[config.mk]
export PLATFORM = sky130hd
export DESIGN_NAME = ula_operand_sequencer
export DESIGN_NICKNAME = d
export VERILOG_FILES = /design/src/rtl/ula_pkg.sv /design/src/rtl/ula_operand_sequencer_sat_counter.sv /design/src/rtl/ula_operand_sequencer.sv
export SDC_FILE = /design/constraint.sdc
export NUM_CORES = 1
export LEC_CHECK = 0
export ABC_CLOCK_PERIOD_IN_PS = 5040
export CORE_AREA = 8 8 68 70
export CTS_CLUSTER_SIZE = 30
export DETAILED_ROUTE_END_ITERATION = 16
export DIE_AREA = 0 0 76 78
export GPL_TIMING_DRIVEN = 0
export PLACE_DENSITY_LB_ADDON = 0.12
export SLEW_MARGIN = 10
export SYNTH_ARGS = -nofsm -noshare
export SYNTH_HDL_FRONTEND = slang
export SYNTH_SLANG_ARGS = --single-unit
[constraint.sdc]
create_clock -name clk -period 5.04 [get_ports clk]
set_clock_uncertainty 0.1 [all_clocks]
set_input_delay 1.26 -clock clk [delete_from_list [all_inputs] [get_ports clk]]
set_output_delay 1.26 -clock clk [all_outputs]
set_load 0.005 [all_outputs]
[src/rtl/ula_pkg.sv]
// Shared types and constants for the ALU operand sequencer.
// Opcode encoding, FSM states and counter width.
package ula_pkg;

    localparam int BITS      = 8;
    localparam int OVF_CNT_W = 8;

    typedef enum logic [1:0] {
        OP_AND = 2'b00,
        OP_OR  = 2'b01,
        OP_ADD = 2'b10,
        OP_SUB = 2'b11
    } op_e;

    typedef enum logic [1:0] {
        S_IDLE  = 2'b00,
        S_GET_B = 2'b01,
        S_EXEC  = 2'b10,
        S_HOLD  = 2'b11
    } state_e;

    // Only ADD/SUB can raise a meaningful overflow flag.
    function automatic logic is_arith(input logic [1:0] op);
        return op[1];
    endfunction

endpackage

[src/rtl/ula_operand_sequencer_sat_counter.sv]
// Saturating up-counter with synchronous clear.
// Clear wins over a same-cycle increment; never wraps.
module sat_counter #(
    parameter int W = 8
) (
    input  logic         clk,
    input  logic         rst_n,
    input  logic         inc,
    input  logic         clr,
    output logic [W-1:0] count
);

    // Count up to all-ones and stick there until cleared.
    always_ff @(posedge clk or negedge rst_n) begin
        if (!rst_n) begin
            count <= '0;
        end else if (clr) begin
            count <= '0;
        end else if (inc && (count != '1)) begin
            count <= count + W'(1);
        end
    end

endmodule

[src/rtl/ula_operand_sequencer.sv]
// Two-beat operand collector and result holder for the 8-bit ALU.
// Keeps ALU operands stable and counts overflow events.
module ula_operand_sequencer
    import ula_pkg::*;
#(
    parameter int BITS_P = ula_pkg::BITS
) (
    input  logic                 clk,
    input  logic                 rst_n,
    input  logic                 in_valid,
    output logic                 in_ready,
    input  logic [BITS_P-1:0]    in_data,
    input  logic [1:0]           in_op,
    output logic [BITS_P-1:0]    op_a,
    output logic [BITS_P-1:0]    op_b,
    output logic [1:0]           op_f,
    input  logic [BITS_P-1:0]    alu_result,
    input  logic                 alu_ovf,
    output logic                 res_valid,
    input  logic                 res_ready,
    output logic [BITS_P-1:0]    res_data,
    output logic                 res_ovf,
    output logic [OVF_CNT_W-1:0] ovf_count,
    input  logic                 cnt_clr,
    output logic                 busy
);

    state_e state;
    state_e state_nx;
    logic   load_a;
    logic   load_b;
    logic   capture;
    logic   ovf_hit;

    // State register; reset aborts any partial operation.
    always_ff @(posedge clk or negedge rst_n) begin
        if (!rst_n) begin
            state <= S_IDLE;
        end else begin
            state <= state_nx;
        end
    end

    // Next state and handshake outputs decoded from state.
    always_comb begin
        state_nx  = state;
        in_ready  = 1'b0;
        res_valid = 1'b0;
        busy      = 1'b1;
        load_a    = 1'b0;
        load_b    = 1'b0;
        capture   = 1'b0;
        unique case (state)
            S_IDLE: begin
                in_ready = 1'b1;
                busy     = 1'b0;
                if (in_valid) begin
                    load_a   = 1'b1;
                    state_nx = S_GET_B;
                end
            end
            S_GET_B: begin
                in_ready = 1'b1;
                if (in_valid) begin
                    load_b   = 1'b1;
                    state_nx = S_EXEC;
                end
            end
            S_EXEC: begin
                capture  = 1'b1;
                state_nx = S_HOLD;
            end
            S_HOLD: begin
                res_valid = 1'b1;
                if (res_ready) begin
                    state_nx = S_IDLE;
                end
            end
            default: state_nx = S_IDLE;
        endcase
    end

    // Operand registers change only on an accepted beat.
    always_ff @(posedge clk or negedge rst_n) begin
        if (!rst_n) begin
            op_a <= '0;
            op_b <= '0;
            op_f <= 2'b00;
        end else begin
            if (load_a) begin
                op_a <= in_data;
                op_f <= in_op;
            end
            if (load_b) begin
                op_b <= in_data;
            end
        end
    end

    assign ovf_hit = alu_ovf && is_arith(op_f);

    // Result capture at the end of EXEC, held through HOLD.
    always_ff @(posedge clk or negedge rst_n) begin
        if (!rst_n) begin
            res_data <= '0;
            res_ovf  <= 1'b0;
        end else if (capture) begin
            res_data <= alu_result;
            res_ovf  <= ovf_hit;
        end
    end

    sat_counter #(
        .W(OVF_CNT_W)
    ) u_ovf_cnt (
        .clk  (clk),
        .rst_n(rst_n),
        .inc  (capture && ovf_hit),
        .clr  (cnt_clr),
        .count(ovf_count)
    );

endmodule

==> flow_summary.toml, run 1 <==
[power_and_ir_drop]
ir_worst_vdd_uv = 302
p_switching_w = 0.000342
p_per_area_nw_per_um2 = 520
p_int_w = 0.000853
seqPwrFrac_pct = 40.7
pwr-share-clk_pct = 12.7
swShare_pct = 28.6
leakage_nw = 0.953
combPwrFrac_pct = 46.6

[critical_path]
cp-start-kind = "register"
crit_fanout = 4
rr_worst_depth = 6
cp.arrival_ns = 1.70
regToRegEndpoint = "u_ovf_cnt.count[3]$_DFFE_PN0P_"
ff2ff_setup_slack_ns = 3.26
endpoint_kind = "output port"
r2r_start = "state[0]$_DFFE_PN0P_"
cp.required_ns = 3.68
critPathKind = "register to output port"

[clock_tree]
post_cts_buffers = 0
cts_resized = 0
cts_num_sinks = 37
worstSkewPairLatency_ns = 0.33
cts.clk_slew.worst_paths_ns = 0.09
cts_tree = "yes"
htreeDepth = 2
cts_hold_buf = 0
cts_root_buf = "clkbuf_4"
cts_buffer_depth = 2
cts-buffers-inserted = 5

[final_layout]
final_cell_mix = "clkdlybuf4s50_1 (59), dfrtp_1 (37), mux2_2 (27)"
layout-drive-gt1-share_pct = 19.4
fillers = 285
instances_no_fill = 239
fin_util_pct = 64.7
antenna_cells = 0
syn2layout_area_growth_pct = 44.8
final_nets = 220
final_common_cell = "clkdlybuf4s50_1"

[yosys]
synthTopCellsByArea = "dfrtp_1 (58%), mux2_2 (19%), ha_1 (3.9%)"
netlist_area_um2 = 1590
syn-mean-instance-area_um2 = 12.8
yosysSeqAreaShare_pct = 58.4
yosysTopAreaCell = "dfrtp_1"
synth_seq_cells = 37
synthCells = 124
syn-num-nets = 153
yosysTopAreaCellShare_pct = 58.4
synth_cell_type_count = 25
yosys_warnings = 0

[grt]
track_usage_pct = 13.0
grt_max_degree = 38
grt_pass1_wl_um = 6170
grt-ovfl-total = 0
antenna_found_initial = 0
grt_pass1_vias = 1292

[sta]
setup_tns_ns = 0
report.final.slew_viol_count = 0
maxSlewHeadroom_pct = 45.4
finalWorstSetupSlack_ns = 1.98
final_hold_viol_count = 0
rsz0062_at_grt = "false"
finalCriticalPeriod_ns = 3.06
finalCritPeriodShare_pct = 60.7
setup_viol = 0
max_freq_mhz = 327
whs_ns = 0.413
worst_pin_slew_ns = 0.819

[route]
drc = 0
via_per_inst = 4.90
initialDrtViolationCount = 67
drtPass1Iterations = 4
wire_per_inst_um = 15.6
via_count = 1172
ant_nets = 0
drt-total-wl_um = 3740

[floorplan]
placementRows = 22
die_h_um = 78
fp.dieW_um = 76
boundaryPins = 62
start_util_pct = 44.7
core_um2 = 3550
dieArea_um2 = 5930

[place]
dp_cells = 232
place_hpwl_um = 2920
io_buffers = 60
place.gp.congestion = 0.837
place_ws_ns = 2.21

[worst_hold_path]
hp-class = "register to register"
hold_path_depth = 1
hold_end = "op_b[7]$_DFFE_PN0P_"
hold_start = "op_b[7]$_DFFE_PN0P_"

[run]
cap_violations = 0

[run_status]
outcome = "complete, no violations"
-- layer usage --
metal / GRT usage (%) / vias up / wire, µm
met5: 0 / - / 0
met1: 13.0 / 570 / 1400
met3: 5.99 / 5 / 263
met2: 23.1 / 34 / 2030
li1: - / 563 / -
met4: 4.71 / 0 / 51
-- flip-flops by register name, indices dropped and copies added (netlist names) --
| register | count |
|---|---|
| state | 2 |
| op_b | 8 |
| u_ovf_cnt.count | 8 |
| res_ovf | 1 |
| op_f | 2 |
| res_data | 8 |
| op_a | 8 |
-- worst max-delay path, stage by stage, from the launching register on --
cell	delay, ns
dfrtp_1	0.41
inv_1	0.11
ha_1	0.23
nor2_1	0.08
inv_1	0.05
clkdlybuf4s50_1	0.49
-- logic make-up after synthesis --
kind of cell             synth area share (%)
AO/OA/AOI/OAI                            4.34
XOR/XNOR                                 1.10
adder cells (fa/ha/maj)                  3.94
buffers and inverters                    2.37
flip-flops                               58.4
multiplexers                             20.4
AND/OR/NAND/NOR                          9.47
-- stage by stage --
step / cell area (µm²) / total power (W)
3_5_place_dp: 2240 / 0.00106
3_3_place_gp: 2250 / 0.00104
2_1_floorplan: 1590 / 0.000718
4_1_cts: 2300 / 0.00122
5_1_grt: 2300 / 0.00128
6_report: 2300 / 0.00120
-- final cells by class --
cell class / instances / area [µm²] / share of cell area, %
Sequential cell: 37 / 926 / 40.3
Multi-Input combinational cell: 77 / 623 / 27.1
Timing Repair Buffer: 60 / 596 / 25.9
Tap cell: 48 / 60.1 / 2.61
Clock buffer: 7 / 55.1 / 2.40
Inverter: 8 / 30.0 / 1.31
Buffer: 2 / 7.51 / 0.327
-- worst max path at each step --
stage,from,endpoint
global route,state[0]$_DFFE_PN0P_,in_ready
detailed placement,alu_ovf,u_ovf_cnt.count[3]$_DFFE_PN0P_
CTS,state[0]$_DFFE_PN0P_,in_ready
global placement,rst_n,op_a[6]$_DFFE_PN0P_
finish,state[0]$_DFFE_PN0P_,in_ready
floorplan,alu_ovf,u_ovf_cnt.count[3]$_DFFE_PN0P_
-- synthesized netlist by cell type --
| library cell | number |
|---|---|
| a211oi_1 | 2 |
| a21oi_1 | 3 |
| and2_1 | 1 |
| and3_1 | 1 |
| buf_1 | 1 |
| clkbuf_1 | 1 |
| dfrtp_1 | 37 |
| ha_1 | 5 |
| inv_1 | 8 |
| mux2_2 | 27 |
| mux2i_1 | 2 |
| nand2_1 | 5 |
| nand3_1 | 2 |
| nand3_2 | 2 |
| nand4_1 | 1 |
| nor2_1 | 9 |
| nor3_1 | 6 |
| nor4_1 | 1 |
| o2111ai_1 | 1 |
| o21ai_0 | 3 |
| o21ai_2 | 1 |
| o22ai_1 | 1 |
| or2_0 | 1 |
| or3_1 | 1 |
| xor2_1 | 2 |
-- power groups by stage --
| stage | combinational [W] | sequential (W) | clock, W |
|---|---|---|---|
| floorplan | 0.000222 | 0.000496 | 0 |
| global placement | 0.000552 | 0.000483 | 0 |
| detailed placement | 0.000568 | 0.000495 | 0 |
| CTS | 0.000571 | 0.000488 | 0.000160 |
| global route | 0.000606 | 0.000504 | 0.000172 |
| finish | 0.000557 | 0.000486 | 0.000152 |
Power figures use the tool's default switching activity.
==> run 2: changes to the inputs <==
--- a/config.mk
+++ b/config.mk
@@ -5,11 +5,11 @@
 export SDC_FILE = /design/constraint.sdc
 export NUM_CORES = 1
 export LEC_CHECK = 0
-export ABC_CLOCK_PERIOD_IN_PS = 5040
-export CORE_AREA = 8 8 68 70
+export ABC_CLOCK_PERIOD_IN_PS = 2800
+export CORE_AREA = 8 8 73 75
 export CTS_CLUSTER_SIZE = 30
 export DETAILED_ROUTE_END_ITERATION = 16
-export DIE_AREA = 0 0 76 78
+export DIE_AREA = 0 0 81 83
 export GPL_TIMING_DRIVEN = 0
 export PLACE_DENSITY_LB_ADDON = 0.12
 export SLEW_MARGIN = 10
==> constraint.sdc (replaced) <==
create_clock -name clk -period 2.8 [get_ports clk]
set_clock_uncertainty 0.1 [all_clocks]
set_input_delay 0.7 -clock clk [delete_from_list [all_inputs] [get_ports clk]]
set_output_delay 0.7 -clock clk [all_outputs]
set_load 0.005 [all_outputs]
==> flow_summary.toml, run 2 (synthesis results as in run 1) <==
[sta]
report.final.slew_viol_count = 0
finalCritPeriodShare_pct = 88.8
max_freq_mhz = 402
final_hold_viol_count = 0
maxSlewHeadroom_pct = 45.8
rsz0062_at_grt = "false"
worst_pin_slew_ns = 0.813
setup_tns_ns = 0
finalCriticalPeriod_ns = 2.49
setup_viol = 0

[route]
via_count = 1206
wire_per_inst_um = 15.8
ant_nets = 0
via_per_inst = 4.96
drtPass1Iterations = 4
drc = 0
drt-total-wl_um = 3850
initialDrtViolationCount = 25

[place]
place_hpwl_um = 2940
place.gp.congestion = 0.828
io_buffers = 60

[clock_tree]
worstSkewPairLatency_ns = 0.28
htreeDepth = 2
cts_tree = "yes"
cts_hold_buf = 0
cts_buffer_depth = 2
cts_num_sinks = 37
cts-buffers-inserted = 5
cts_resized = 0
cts.clk_slew.worst_paths_ns = 0.07
cts_root_buf = "clkbuf_8"
post_cts_buffers = 0

[power_and_ir_drop]
finalPower_w = 0.00226
p_per_area_nw_per_um2 = 969
leakage_nw = 0.966
ir_worst_vdd_uv = 502

[critical_path]
endpoint_kind = "output port"
rr_worst_depth = 6
cp.arrival_ns = 1.69
critPathKind = "register to output port"
crit_fanout = 4
cp.required_ns = 2.00
cp-start-kind = "register"

[floorplan]
die_h_um = 83
start_util_pct = 37.7
placementRows = 24
core_um2 = 4200
fp.dieW_um = 81
dieArea_um2 = 6720
boundaryPins = 62

[grt]
grt_max_degree = 38
grt_pass1_vias = 1324
track_usage_pct = 11.9
grt-ovfl-total = 0
antenna_found_initial = 0
grt_pass1_wl_um = 6390

[final_layout]
layout-drive-gt1-share_pct = 19.4
antenna_cells = 0
final_nets = 220
final_common_cell = "clkdlybuf4s50_1"
syn2layout_area_growth_pct = 47.1
final_cell_mix = "clkdlybuf4s50_1 (59), dfrtp_1 (37), mux2_2 (27)"

[worst_hold_path]
hp-class = "input pin to asynchronous set/reset pin"

[run]
cap_violations = 0

[run_status]
outcome = "complete, no violations"
-- run 2: area by class of cell --
cell class | instances | area [µm²]
multi-input combinational | 77 | 623
sequential | 37 | 926
tap | 52 | 65.1
fill | 378 | 1870
clock buffer | 7 | 86.3
timing repair buffer | 60 | 596
inverter | 8 | 30.0
buffer | 2 | 7.51
-- run 2: critical path, stage by stage (launching register included) --
cell	delay (ns)
dfrtp_1	0.39
inv_1	0.09
ha_1	0.25
nor2_1	0.16
inv_1	0.06
clkdlybuf4s50_1	0.45
-- run 2: power by group --
group          switching, W  leakage, nW  total (W)  internal (W)
registers          0.000122        0.455   0.000879      0.000756
logic              0.000346        0.466    0.00101      0.000664
clock network      0.000177       0.0443   0.000372      0.000195
-- run 2: final timing paths --
path / start / to / slack [ns]
worst max register to register: state[0]$_DFFE_PN0P_ / u_ovf_cnt.count[3]$_DFFE_PN0P_ / 1.02
worst min register to register: u_ovf_cnt.count[6]$_DFFE_PN0P_ / u_ovf_cnt.count[6]$_DFFE_PN0P_ / 0.41
min in group clk: u_ovf_cnt.count[6]$_DFFE_PN0P_ / u_ovf_cnt.count[6]$_DFFE_PN0P_ / 0.41
max in group asynchronous: rst_n / op_b[3]$_DFFE_PN0P_ / 1.67
worst min-delay path: rst_n / u_ovf_cnt.count[5]$_DFFE_PN0P_ / 0.40
worst max-delay path: state[0]$_DFFE_PN0P_ / in_ready / 0.31
-- run 2: layer usage --
metal  up-vias  track usage [%]  routed length (µm)
met5         -                0                   0
met4         0             3.90                  63
met3         9             5.17                 251
met2        36             19.4                1910
met1       599             13.5                1620
li1        562                -                   -
-- run 2: metrics by stage --
stage          hold slack [ns]  instance area, µm²  std cells  util, %  worst slack, ns
2_1_floorplan            0.304                1590        124        -             1.13
5_1_grt                  0.433                2330        243     55.5            0.187
4_1_cts                  0.415                2330        243     55.5            0.277
6_report                 0.397                2330        243     55.5            0.314
3_5_place_dp             0.397                2250        236     53.5            0.533
3_3_place_gp             0.389                2250        236     53.6            0.111
==> run 3: changes to the inputs <==
--- a/config.mk
+++ b/config.mk
@@ -11,6 +11,7 @@
 export DETAILED_ROUTE_END_ITERATION = 16
 export DIE_AREA = 0 0 81 83
 export GPL_TIMING_DRIVEN = 0
+export MAX_ROUTING_LAYER = met4
 export PLACE_DENSITY_LB_ADDON = 0.12
 export SLEW_MARGIN = 10
 export SYNTH_ARGS = -nofsm -noshare
==> constraint.sdc (replaced) <==
create_clock -name clk -period 2.8 [get_ports clk]
set_clock_uncertainty 0.1 [all_clocks]
set_input_delay 0.7 -clock clk [delete_from_list [all_inputs] [get_ports clk]]
set_output_delay 0.7 -clock clk [all_outputs]
set_load 0.01 [all_outputs]
==> flow_summary.toml, run 3 (synthesis results as in run 1) <==
[run_status]
outcome = "complete, no violations"

[critical_path]
ff2ff_setup_slack_ns = 1.02
rr_worst_depth = 6
critPathMaxStageDelay_ns = 0.49
worstSetupStartpoint = "state[0]$_DFFE_PN0P_"
r2r_start = "state[0]$_DFFE_PN0P_"
crit_chain = "inv_1 > ha_1 > nor2_1 > inv_1 > clkdlybuf4s50_1"
endpoint = "in_ready"
cp-start-kind = "register"
cp.required_ns = 2.00
cp.arrival_ns = 1.73
crit_fanout = 4
slowest_stage = "clkdlybuf4s50_1"
cpMostUsedCell = "inv_1"
endpoint_kind = "output port"
critPathKind = "register to output port"
regToRegEndpoint = "u_ovf_cnt.count[3]$_DFFE_PN0P_"

[route]
wire_per_inst_um = 15.7
initialDrtViolationCount = 21
via_per_inst = 4.95
drc = 0
ant_nets = 0
drtPass1Iterations = 4
via_count = 1202
drt-total-wl_um = 3830

[final_layout]
final_common_cell = "clkdlybuf4s50_1"
final_nets = 220
layout-drive-gt1-share_pct = 19.4
antenna_cells = 0
syn2layout_area_growth_pct = 47.1
final_cell_mix = "clkdlybuf4s50_1 (59), dfrtp_1 (37), mux2_2 (27)"

[worst_hold_path]
hp-class = "input pin to asynchronous set/reset pin"

[clock_tree]
cts_root_buf = "clkbuf_8"
worstSkewPairLatency_ns = 0.28
cts_tree = "yes"
htreeDepth = 2
cts_hold_buf = 0
cts_buffer_depth = 2
post_cts_buffers = 0
cts_num_sinks = 37
cts-buffers-inserted = 5
cts.clk_slew.worst_paths_ns = 0.07
cts_resized = 0

[sta]
whs_ns = 0.403
maxSlewHeadroom_pct = 45.8
worst_pin_slew_ns = 0.812
finalCriticalPeriod_ns = 2.53
report.final.slew_viol_count = 0
rsz0062_at_grt = "false"
setup_tns_ns = 0
finalCritPeriodShare_pct = 90.2
max_freq_mhz = 396
setup_viol = 0
final_hold_viol_count = 0

[power_and_ir_drop]
ir_worst_vdd_uv = 523
leakage_nw = 0.966
p_per_area_nw_per_um2 = 1010

[floorplan]
dieArea_um2 = 6720
core_um2 = 4200
start_util_pct = 37.7
boundaryPins = 62
placementRows = 24
die_h_um = 83
fp.dieW_um = 81

[grt]
grt-ovfl-total = 0
grt_max_degree = 38
track_usage_pct = 12.2
grt_pass1_vias = 1329
grt_pass1_wl_um = 6350
antenna_found_initial = 0

[place]
io_buffers = 60
place.gp.congestion = 0.840
place_hpwl_um = 2940

[run]
cap_violations = 0
-- run 3: area by class of cell --
type | instances | area (µm²)
flip-flops and latches | 37 | 926
inverters | 8 | 30.0
repair buffers | 60 | 596
plain buffers | 2 | 7.51
multi-input cells | 77 | 623
well taps | 52 | 65.1
clock buffers | 7 | 86.3
fillers | 378 | 1870
-- run 3: through the flow --
stage          cell area, µm²  instances  power, W  util, %  setup slack, ns
6_report                 2330        243   0.00235     55.5            0.274
5_1_grt                  2330        243   0.00249     55.5            0.158
4_1_cts                  2330        243   0.00239     55.5            0.247
3_5_place_dp             2250        236   0.00201     53.5            0.533
3_3_place_gp             2250        236   0.00196     53.6            0.111
2_1_floorplan            1590        124   0.00138        -             1.13
-- run 3: worst min-delay path by stage --
stage | to | start | depth (start not counted) | slack [ns]
after floorplan | op_a[0]$_DFFE_PN0P_ | rst_n | 0 | 0.30
after global placement | op_b[3]$_DFFE_PN0P_ | op_b[3]$_DFFE_PN0P_ | 1 | 0.39
after detailed placement | op_a[5]$_DFFE_PN0P_ | op_a[5]$_DFFE_PN0P_ | 1 | 0.40
after CTS | res_data[6]$_DFFE_PN0N_ | res_data[6]$_DFFE_PN0N_ | 1 | 0.42
after global routing | res_data[0]$_DFFE_PN0N_ | res_data[0]$_DFFE_PN0N_ | 1 | 0.43
final | u_ovf_cnt.count[5]$_DFFE_PN0P_ | rst_n | 1 | 0.40
-- run 3: worst max-delay path: cells and delay by family, from the launching register on --
family / cells / cell delay [ns]
buffers and inverters: 3 / 0.64
DFF: 1 / 0.39
adders and majority gates: 1 / 0.25
and+or+nand+nor: 1 / 0.16
-- run 3: metal layers --
metal	wire length [µm]	up-vias	part of all wire [%]	track usage, %
met2	1920	42	50	19.6
li1	-	563	-	-
met3	240	9	6.3	4.53
met5	0	-	0	-
met1	1600	588	42	13.7
met4	63	0	1.6	3.90
-- run 3: report_power, final --
| group | internal, W | total, W | switching, W |
|---|---|---|---|
| registers | 0.000756 | 0.000878 | 0.000122 |
| clock network | 0.000195 | 0.000370 | 0.000175 |
| logic | 0.000666 | 0.00110 | 0.000436 |
